--- src/rtl/instr_encoder.sv ---
// instr_encoder: packs opcode, one-hot register selects and immediate into Mini SRC words and emits them with sequential addresses
module instr_encoder #(
  parameter int ADDR_W = 9,
  parameter logic [ADDR_W-1:0] BASE_ADDR = '0
) (
  input  logic              clk,
  input  logic              clr_n,
  input  logic              in_valid,
  output logic              in_ready,
  input  logic [4:0]        opcode,
  input  logic              fmt,
  input  logic [15:0]       ra_sel,
  input  logic [15:0]       rb_sel,
  input  logic [15:0]       rc_sel,
  input  logic [31:0]       imm,
  input  logic              addr_load,
  input  logic [ADDR_W-1:0] addr_in,
  output logic              wr_valid,
  input  logic              wr_ready,
  output logic [ADDR_W-1:0] wr_addr,
  output logic [31:0]       wr_data,
  output logic              err,
  output logic [1:0]        err_code
);
  typedef enum logic [1:0] {IDLE, CHECK, EMIT} state_t;
  state_t state, nxt;
  logic [4:0] op;
  logic f;
  logic [15:0] ra, rb, rc;
  logic [31:0] im;
  logic bad_sel, bad_imm;

  function automatic logic one_hot(input logic [15:0] s);
    return (s != 16'd0) && ((s & (s - 16'd1)) == 16'd0);
  endfunction

  function automatic logic [3:0] idx(input logic [15:0] s);
    logic [3:0] r;
    r = '0;
    for (int i = 0; i < 16; i++) if (s[i]) r = r | 4'(i);
    return r;
  endfunction

  assign in_ready = state == IDLE;
  assign wr_valid = state == EMIT;

  // validity of the captured request and next-state selection
  always_comb begin
    bad_sel = !one_hot(ra) || !one_hot(rb) || (!f && !one_hot(rc));
    bad_imm = f && (im[31:18] != {14{im[18]}});
    nxt = state;
    nxt = state == IDLE  ? (in_valid ? CHECK : IDLE) :
          state == CHECK ? ((bad_sel || bad_imm) ? IDLE : EMIT) :
                           (wr_ready ? IDLE : EMIT);
  end

  // state register
  always_ff @(posedge clk) begin
    if (!clr_n) state <= IDLE;
    else state <= nxt;
  end

  // capture, encode, error reporting and address counter
  always_ff @(posedge clk) begin
    if (!clr_n) begin
      wr_addr  <= BASE_ADDR;
      wr_data  <= '0;
      err      <= 1'b0;
      err_code <= 2'b00;
      op       <= '0;
      f        <= 1'b0;
      ra       <= '0;
      rb       <= '0;
      rc       <= '0;
      im       <= '0;
    end else begin
      err <= 1'b0;
      if (state == IDLE) begin
        if (addr_load) wr_addr <= addr_in;
        if (in_valid) begin
          op <= opcode;
          f  <= fmt;
          ra <= ra_sel;
          rb <= rb_sel;
          rc <= rc_sel;
          im <= imm;
        end
      end
      if (state == CHECK) begin
        if (bad_sel || bad_imm) begin
          err      <= 1'b1;
          err_code <= bad_sel ? 2'b01 : 2'b10;
        end else
          wr_data <= f ? {op, idx(ra), idx(rb), im[18:0]} : {op, idx(ra), idx(rb), idx(rc), 15'b0};
      end
      if (state == EMIT && wr_ready) wr_addr <= wr_addr + ADDR_W'(1);
    end
  end
endmodule
--- config.mk ---
export PLATFORM = sky130hd
export DESIGN_NAME = instr_encoder
export DESIGN_NICKNAME = d
export VERILOG_FILES = /design/src/rtl/instr_encoder.sv
export SDC_FILE = /design/constraint.sdc
export NUM_CORES = 1
export LEC_CHECK = 0
export BUFFER_PORTS_ARGS = -buffer_cell sky130_fd_sc_hd__buf_2
export CORE_MARGIN = 4
export CORE_UTILIZATION = 53
export DETAILED_ROUTE_END_ITERATION = 16
export PLACE_DENSITY = 0.77
export RECOVER_POWER = 25
export SYNTH_ARGS = -nofsm -noshare
export SYNTH_HDL_FRONTEND = slang
export SYNTH_SLANG_ARGS = --single-unit
export TNS_END_PERCENT = 50
--- constraint.sdc ---
create_clock -name clk -period 2.8 [get_ports clk]
set_input_delay 0.14 -clock clk [delete_from_list [all_inputs] [get_ports clk]]
set_output_delay 0.14 -clock clk [all_outputs]
set_load 0.02 [all_outputs]
==> impl_metrics.env, run 1 <==
export IMPL_status="completed"
export IMPL_drtPass1Iterations=5
export IMPL_cts_tree="done"
export IMPL_synth_distinct_cells=56
export IMPL_grt_antenna_before_repair=0
export IMPL_overflow=0
export IMPL_synth_area_um2=5747
export IMPL_clkTransAtPathRegs_ns=0.06
export IMPL_routedWlPerCell_um=15.88
export IMPL_fin_setup_tns_ns=0
export IMPL_final_setup_viol_count=0
export IMPL_io_buffers=145
export IMPL_die_y_um=112.1
export IMPL_clkPwrFrac=0.449
export IMPL_switching_power_mw=1.256
export IMPL_synth_seq_cells=132
export IMPL_seqPwrFrac=0.410
export IMPL_post_cts_setup_buffers=0
export IMPL_critPathLaunchType="flop"
export IMPL_switching_share=0.2484
export IMPL_finalHoldViolCount=0
export IMPL_clk_latency_ns=0.52
export IMPL_drc=0
export IMPL_rows=37
export IMPL_p_comb_frac=0.142
export IMPL_hold_path_class="input pin to flop"
export IMPL_timing_slew_headroom=0.4352
export IMPL_seq_area_frac_synth=0.4598
export IMPL_worstPathCellList="or4_1, nor3_1, o22ai_1, a21oi_1, nand2_4, mux2i_1"
export IMPL_initial_utilization=0.5493
export IMPL_fin_skew_ns=0.007603
export IMPL_place_hpwl_mm=10.76
export IMPL_nFillCells=746
export IMPL_ys_flop_type="dfxtp_1"
export IMPL_grt_pass1_wl_mm=27.86
export IMPL_numCtsBuffers=17
export IMPL_fin_util=0.7767
export IMPL_path_buf_inv=0
export IMPL_grt_pass1_vias=5906
export IMPL_gp_congestion=0.9499
export IMPL_worst_setup_path_end_kind="flop"
export IMPL_ir_drop_uv=400.0
export IMPL_cap_violations=0
export IMPL_min_path_cells=3
export IMPL_drtAntennaViolNets=0
export IMPL_track_usage=0.2663
export IMPL_synth_edff_count=0
export IMPL_cp_max_fo=15
export IMPL_leakage_nw=3.476
export IMPL_period_needed_ns=2.755
export IMPL_cp_top_family="simple AND/OR/NAND/NOR gates"
export IMPL_root_buffer="clkbuf_8"
export IMPL_vias=6193
export IMPL_grt_max_degree=67
export IMPL_cts_max_level=4
export IMPL_synth_area_leaders="dfxtp_1 (46%), nand2_1 (14%), a21oi_1 (8.8%)"
export IMPL_final_common_cell="nand2_1"
export IMPL_drive_above_1_share=0.1667
export IMPL_nets=1054
export IMPL_p_int_mw=3.801
export IMPL_p_per_area_nw_per_um2=622.2
export IMPL_num_antenna_cells=0
export IMPL_arrival_ns=3.15
export IMPL_synthCells=726
export IMPL_cts_buffer_depth=2
export IMPL_post_route_period_util=0.9838
export IMPL_cp_slowest_stage_delay_ns=0.73
export IMPL_yosys_area_top_type="dfxtp_1"
export IMPL_crit_type="flop to flop"
export IMPL_worst_pin_slew_ns=0.8472
export IMPL_ioPinCount=146
export IMPL_postSynthAreaPerCell_um2=7.916
export IMPL_drtIter0Drc=578
export IMPL_crit_slowest_cell="a21oi_1"
export IMPL_wirelength_mm=17.51
export IMPL_r2r_cells=6
export IMPL_mostFrequentLayoutCells="nand2_1 (220), dfxtp_1 (132), a21oi_1 (101), buf_2 (101), dlygate4sd3_1 (98)"
export IMPL_synth_top_area_frac=0.4598
export IMPL_timing_fmax_mhz=363.0
export IMPL_clkSinkCount=132
export IMPL_path_depth=6
export IMPL_cp_required_ns=3.19
export IMPL_die_area_um2=12570
export IMPL_slew_viol_final=0
export IMPL_syn_num_nets=827
export IMPL_vias_per_cell=5.620
export IMPL_syn_to_final_growth_pct=41.41
export IMPL_die_x_um=112.1
export IMPL_async_flop_share=0
export IMPL_yosys_warnings=0
export IMPL_core_area_um2=10460
[worst paths after layout]
check                             from           to  slack, ns
worst max-delay path            im[18]   wr_data[6]       0.05
worst min-delay path             clr_n  wr_data[16]       0.14
worst max register to register  im[18]   wr_data[6]       0.05
worst min register to register   im[8]        im[8]       0.45
[timing repair]
action                                 CTS  global route
hold buffers                            98             0
endpoints found under the hold margin   96             0
gates resized for setup                  0            10
setup endpoints to repair                0            32
[metrics by stage]
step,setup WS (ns),power (mW),hold WS [ns],area (um^2),std cells
after global placement,0.08315,2.653,0.3656,6541,971
after floorplan,0.3437,2.473,0.2423,5747,726
after CTS,0.06251,5.037,0.1120,8129,1101
after global routing,-0.008390,5.245,0.1446,8127,1102
after detailed placement,0.07037,2.676,0.3757,6541,971
final,0.04548,5.057,0.1441,8127,1102
[final cells by class]
type	instances	area, um^2	area share
multi-input cells	544	2942	0.3620
inverters	3	11.26	0.001386
clock inverters	10	153.9	0.01894
repair buffers	255	1754	0.2159
well taps	136	170.2	0.02094
clock buffers	22	452.9	0.05574
flip-flops and latches	132	2643	0.3252
[worst reg2reg max path, cell delays in order (launching register included)]
cell     delay, ns
dfxtp_1       0.40
or4_1         0.56
nor3_1        0.16
o22ai_1       0.18
a21oi_1       0.73
nand2_4       0.38
mux2i_1       0.22
[metal layers]
metal,vias to the layer above,part of all wire,track usage
li1,3006,-,-
met1,2883,0.40,0.3196
met2,269,0.52,0.4696
met3,35,0.060,0.06146
met4,0,0.021,0.08894
met5,-,0,0
[power groups by stage]
stage	clock [mW]	sequential (mW)	combinational [mW]
after global routing	2.38	2.08	0.783
after CTS	2.29	2.06	0.685
final	2.27	2.07	0.716
after floorplan	0	2.09	0.382
after detailed placement	0	2.10	0.572
after global placement	0	2.10	0.556
[logic make-up after synthesis]
| family | Yosys count | synth area share |
|---|---|---|
| buffers and inverters | 51 | 0.03810 |
| muxes | 31 | 0.05400 |
| AOI/OAI and AO/OA | 159 | 0.1670 |
| and+or+nand+nor | 348 | 0.2724 |
| DFF | 132 | 0.4598 |
| xor gates and xnor gates | 2 | 0.003049 |
| adders and majority gates | 3 | 0.005661 |
[sequential cells by signal, indices dropped and copies added, names as in the netlist]
signal	cells
f	1
op	5
err_code	2
im	32
state	2
err	1
rb	16
wr_addr	9
wr_data	32
ra	16
rc	16
[synthesized netlist by cell type, drive strengths merged (4+ instances only)]
cell type / instances
a221oi: 5
nor2: 28
and3: 6
nand3: 23
a21oi: 101
nor3b: 4
a211oi: 5
or2: 4
or3: 7
a211o: 5
nor4b: 4
clkbuf: 40
nor3: 7
buf: 8
o211ai: 4
or4: 11
and4: 4
dfxtp: 132
o21ai: 13
nor4: 17
mux2i: 31
nand2: 222
(Power assumes the default switching activity.)
==> run 2, diff against run 1 <==
--- a/config.mk
+++ b/config.mk
@@ -5,9 +5,10 @@
 export SDC_FILE = /design/constraint.sdc
 export NUM_CORES = 1
 export LEC_CHECK = 0
+export ABC_AREA = 1
 export BUFFER_PORTS_ARGS = -buffer_cell sky130_fd_sc_hd__buf_2
 export CORE_MARGIN = 4
-export CORE_UTILIZATION = 53
+export CORE_UTILIZATION = 54
 export DETAILED_ROUTE_END_ITERATION = 16
 export PLACE_DENSITY = 0.77
 export RECOVER_POWER = 25
==> run 2 against run 1 <==
- wire length increased by 2.7%
- synthesized cell count is 40% higher
- cell count increased by 24%
- setup slack better by 0.46 ns
- sequential share of layout area shrank 1.0 points
- area after synthesis increased by 12%
- register-to-register slack improved by 0.46 ns
- highest routed layer unchanged
==> impl_metrics.env, run 2 <==
export IMPL_status="completed"
export IMPL_initial_utilization=0.5569
export IMPL_vias_per_cell=4.999
export IMPL_rsz0062_at_grt="false"
export IMPL_postSynthAreaPerCell_um2=6.319
export IMPL_total_power_mw=5.285
export IMPL_cts_buffer_depth=2
export IMPL_yosys_warnings=0
export IMPL_fin_setup_tns_ns=0
export IMPL_synth_area_leaders="dfxtp_1 (41%), nor2_1 (17%), nand2_1 (13%)"
export IMPL_cp_slowest_stage_delay_ns=0.33
export IMPL_hold_path_class="input pin to flop"
export IMPL_synth_distinct_cells=35
export IMPL_worstSetupStartpoint="rb[3]"
export IMPL_gp_congestion=0.9040
export IMPL_cts_tree="done"
export IMPL_synth_top_area_frac=0.4120
export IMPL_synthMostInstantiatedCell="nor2_1"
export IMPL_layout_setup_ws_ns=0.5101
export IMPL_critPathLaunchType="flop"
export IMPL_fin_area_um2=8384
export IMPL_drtIter0Drc=491
export IMPL_grt_pass1_wl_mm=29.47
export IMPL_arrival_ns=2.64
export IMPL_synth_seq_cells=132
export IMPL_final_common_cell="nor2_1"
export IMPL_seq_area_frac_synth=0.4120
export IMPL_ys_top_cells_by_count="nor2_1 (287), nand2_1 (219), dfxtp_1 (132)"
export IMPL_worstPathCellList="nor2_1, nand3_1, o21ai_1, nand2_1, nor2_1, nand3_2, nor2_4, nand4_4, buf_12, nand2_1, nand2_1, nor2_1"
export IMPL_core_area_um2=11520
export IMPL_synthCells=1015
export IMPL_drive_above_1_share=0.1319
export IMPL_nets=1310
export IMPL_die_x_um=117.0
export IMPL_timing_slew_headroom=0.5175
export IMPL_cts_resized=0
export IMPL_clkTransAtPathRegs_ns=0.06
export IMPL_post_route_period_util=0.8178
export IMPL_grt_max_degree=103
export IMPL_grt_antenna_before_repair=1
export IMPL_clk_latency_ns=0.42
export IMPL_root_buffer="clkbuf_16"
export IMPL_ir_drop_uv=473.2
export IMPL_vias=6824
export IMPL_slew_viol_final=0
export IMPL_mostFrequentLayoutCells="nor2_1 (287), nand2_1 (218), dfxtp_1 (132), inv_1 (106), o21ai_0 (105)"
export IMPL_cts_max_level=4
export IMPL_drc=0
export IMPL_synth_edff_count=0
export IMPL_worst_setup_path_end_kind="flop"
export IMPL_grt_pass1_vias=6380
export IMPL_routedWlPerCell_um=13.17
export IMPL_post_cts_setup_buffers=0
export IMPL_timing_fmax_mhz=436.7
export IMPL_place_inst=1271
export IMPL_r2r_start="rb[3]"
export IMPL_hold_ws_ns=0.01305
export IMPL_drtPass1Iterations=5
export IMPL_fin_util=0.7281
export IMPL_final_setup_viol_count=0
export IMPL_synth_area_um2=6414
export IMPL_worst_pin_slew_ns=0.7212
export IMPL_crit_slowest_cell="dfxtp_1"
export IMPL_period_needed_ns=2.290
export IMPL_finalNonFillerCells=1365
export IMPL_syn_to_final_growth_pct=30.73
export IMPL_yosys_area_top_type="dfxtp_1"
export IMPL_rows=39
export IMPL_clkSinkCount=132
export IMPL_p_per_area_nw_per_um2=630.3
export IMPL_async_flop_share=0
export IMPL_leakage_nw=4.178
export IMPL_drtAntennaViolNets=0
export IMPL_syn_num_nets=1116
export IMPL_numCtsBuffers=17
export IMPL_fin_skew_ns=0.007391
export IMPL_cp_required_ns=3.15
export IMPL_hp_start="rc_sel[15]"
export IMPL_cp_max_fo=31
export IMPL_place_hpwl_mm=11.89
export IMPL_ys_flop_type="dfxtp_1"
export IMPL_wirelength_mm=17.97
export IMPL_finalHoldViolCount=0
export IMPL_overflow=0
export IMPL_io_buffers=145
export IMPL_die_y_um=117.0
export IMPL_crit_type="flop to flop"
export IMPL_die_area_um2=13680
export IMPL_reg_top3="im: 32 flops, wr_data: 32 flops"
export IMPL_cap_violations=0
export IMPL_dpl_cell_area_um2=7233
export IMPL_ioPinCount=146
export IMPL_track_usage=0.2725
export IMPL_dp_slack_ns=0.5892
## run 2: changes by cell type after synthesis, sizes merged, moves of 7 or more
cell / delta
nor4: -10
inv: +108
mux2i: -31
clkbuf: -12
o21ai: +100
nand4: +8
or4: -11
nor2: +269
or3: -7
a21oi: -65
## run 2: power by group
| group | switching, mW | total (mW) | leakage (nW) | internal [mW] |
|---|---|---|---|---|
| Sequential | 0.127 | 2.14 | 1.09 | 2.02 |
| Combinational | 0.598 | 0.974 | 2.81 | 0.377 |
| Clock | 0.817 | 2.17 | 0.285 | 1.35 |
| Total | 1.54 | 5.29 | 4.18 | 3.74 |
## run 2: layout make-up
type                            count  area (um^2)
Multi-Input combinational cell    731         3174
Fill cell                         996         3132
Sequential cell                   132         2643
Timing Repair Buffer              216         1386
Clock buffer                       19        452.9
Inverter                          111        416.7
Tap cell                          143        178.9
Clock inverter                     12        130.1
Antenna cell                        1        2.502
## run 2: critical path: cells and delay by family, from the launching register on
family | cells | cell delay, ns
AND/OR/NAND/NOR | 10 | 1.36
flip-flops | 1 | 0.33
AO/OA/AOI/OAI | 1 | 0.26
buffers and inverters | 1 | 0.25
## run 2: logic make-up (layout without fill, tap and decap cells)
kind of cell,count (synthesis),in the layout,share of synthesized area
xor gates and xnor gates,4,4,0.005463
and+or+nand+nor,569,569,0.3603
buffers and inverters,152,358,0.09344
DFF,132,132,0.4120
AOI/OAI and AO/OA,157,157,0.1268
adders and majority gates,1,1,0.001951
other,0,1,0
## run 2: path summary, 6_finish.rpt
kind                      end  slack, ns  cells after the start
hold / removal         rc[15]       0.01                      3
hold reg to reg        im[16]       0.45                      2
setup reg to reg  wr_data[29]       0.51                     12
setup / recovery  wr_data[29]       0.51                     12
## run 2: repair_timing
item | CTS | global route
hold buffers | 62 | 0
endpoints found under the setup margin | 0 | 0
hold endpoints to repair | 62 | 0
## run 2: layer usage
layer	part of all wire	track usage	vias to the layer above
li1	-	-	3559
met1	0.43	0.3324	3038
met2	0.49	0.4683	191
met3	0.053	0.07147	36
met4	0.022	0.08945	0
met5	0	0	-
==> run 3, diff against run 2 <==
==> constraint.sdc (replaced) <==
create_clock -name clk -period 2.4 [get_ports clk]
set_input_delay 0.12 -clock clk [delete_from_list [all_inputs] [get_ports clk]]
set_output_delay 0.12 -clock clk [all_outputs]
set_load 0.02 [all_outputs]
==> run 3 against run 2 <==
- count of clock-buffer cells in the layout increased by 4
- setup slack worse by 0.24 ns
- flip-flop and latch count unchanged
- largest power group unchanged
==> impl_metrics.env, run 3 (synthesis gave the netlist of run 2 again) <==
export IMPL_status="completed"
export IMPL_place_inst=1278
export IMPL_gp_congestion=0.9316
export IMPL_io_buffers=145
export IMPL_nFillCells=937
export IMPL_initial_utilization=0.5569
export IMPL_die_area_um2=13680
export IMPL_die_y_um=117.0
export IMPL_worstPathCellList="nor2_4, nand2_1, o21ai_1, nand2_1, nor2_1, nand2_1, nor2_1, nand2_1, nor2_1, nand4_1, buf_4, nor2_1, nor2_1"
export IMPL_vias_per_cell=4.993
export IMPL_slew_viol_final=0
export IMPL_post_cts_setup_buffers=0
export IMPL_critPathLaunchType="flop"
export IMPL_syn_to_final_growth_pct=33.79
export IMPL_rows=39
export IMPL_grt_max_degree=56
export IMPL_drtIter0Drc=465
export IMPL_finalHoldViolCount=0
export IMPL_worst_pin_slew_ns=0.5689
export IMPL_clk_latency_ns=0.42
export IMPL_hold_path_class="input pin to flop"
export IMPL_crit_slowest_cell="dfxtp_1"
export IMPL_grt_antenna_before_repair=0
export IMPL_cp_slowest_stage_delay_ns=0.37
export IMPL_overflow=0
export IMPL_mostFrequentLayoutCells="nor2_1 (287), nand2_1 (218), dfxtp_1 (132), inv_1 (106), o21ai_0 (105)"
export IMPL_dp_slack_ns=0.3353
export IMPL_post_route_period_util=0.8877
export IMPL_drc=0
export IMPL_drtPass1Iterations=5
export IMPL_track_usage=0.2768
export IMPL_cts_buffer_depth=2
export IMPL_cts_resized=0
export IMPL_clkSinkCount=132
export IMPL_final_common_cell="nor2_1"
export IMPL_cp_max_fo=21
export IMPL_ir_drop_uv=472.8
export IMPL_ioPinCount=146
export IMPL_nets=1330
export IMPL_cts_max_level=4
export IMPL_core_area_um2=11520
export IMPL_fin_area_um2=8581
export IMPL_root_buffer="clkbuf_16"
export IMPL_timing_fmax_mhz=469.4
export IMPL_cts_hold_buffers_added=75
export IMPL_final_setup_viol_count=0
export IMPL_fin_skew_ns=0.007483
export IMPL_routedWlPerCell_um=13.30
export IMPL_finalNonFillerCells=1384
export IMPL_wirelength_mm=18.41
export IMPL_cts_tree="done"
export IMPL_period_needed_ns=2.130
export IMPL_cp_required_ns=2.71
export IMPL_worst_setup_path_end_kind="flop"
export IMPL_layout_setup_ws_ns=0.2696
export IMPL_reg_top3="im: 32 flops, wr_data: 32 flops"
export IMPL_grt_pass1_vias=6600
export IMPL_die_x_um=117.0
export IMPL_drive_above_1_share=0.1338
export IMPL_cap_violations=0
export IMPL_rsz0062_at_grt="false"
export IMPL_leakage_nw=4.267
export IMPL_clkTransAtPathRegs_ns=0.06
export IMPL_fin_setup_tns_ns=0
export IMPL_timing_slew_headroom=0.6194
export IMPL_drtAntennaViolNets=0
export IMPL_crit_type="flop to flop"
export IMPL_num_antenna_cells=0
export IMPL_p_per_area_nw_per_um2=737.7
export IMPL_dpl_cell_area_um2=7273
export IMPL_grt_pass1_wl_mm=29.88
export IMPL_vias=6911
export IMPL_hold_ws_ns=0.009313
export IMPL_numCtsBuffers=17
export IMPL_place_hpwl_mm=11.85
export IMPL_cpMostUsedCell="nor2_1"
export IMPL_arrival_ns=2.44
-- run 3: changes by cell type in the layout (fill, tap and decap cells not counted), sizes merged --
cell         delta
clkbuf          +4
dlygate4sd3    +13
buf             +7
clkinv          -3
diode           -1
inv             -2
bufinv          +1
-- run 3: metrics by stage --
| step | power (mW) | utilization |
|---|---|---|
| finish | 6.330 | 0.7451 |
| global route | 6.624 | 0.7451 |
| CTS | 6.328 | 0.7499 |
| detailed placement | 3.596 | 0.6316 |
| global placement | 3.582 | 0.6316 |
| floorplan | 3.268 | - |
-- run 3: path summary, 6_finish.rpt --
check          endpoint     from  depth (start not counted)  slack, ns
max          wr_data[7]    ra[1]                         13       0.27
min reg2reg      im[17]   im[17]                          2       0.45
max reg2reg  wr_data[7]    ra[1]                         13       0.27
min              im[15]  imm[15]                          3      0.009
-- run 3: metal layers --
layer,vias up,global-route usage,share of wire
met3,46,0.05861,0.045
met1,3089,0.3310,0.43
met5,-,0,0
li1,3593,-,-
met2,183,0.4820,0.49
met4,0,0.1154,0.028
-- run 3: power by group --
part / internal, mW / switching, mW / leakage [nW]
clock network: 1.73 / 0.925 / 0.295
registers: 2.35 / 0.146 / 1.09
logic: 0.465 / 0.707 / 2.89
total: 4.55 / 1.78 / 4.27
-- run 3: cell type report --
cell class / count / area (um^2) / share of cell area
clock inverter: 8 / 123.9 / 0.01444
tap: 143 / 178.9 / 0.02085
inverter: 111 / 416.7 / 0.04856
clock buffer: 23 / 488.0 / 0.05687
sequential: 132 / 2643 / 0.3080
multi-input combinational: 731 / 3174 / 0.3699
timing repair buffer: 236 / 1556 / 0.1814
-- run 3: critical path, delay by kind of cell (launching register included) --
family          cells  cell delay, ns
buf+inv             1            0.24
simple gates       11            1.14
compound gates      1            0.28
flops               1            0.37
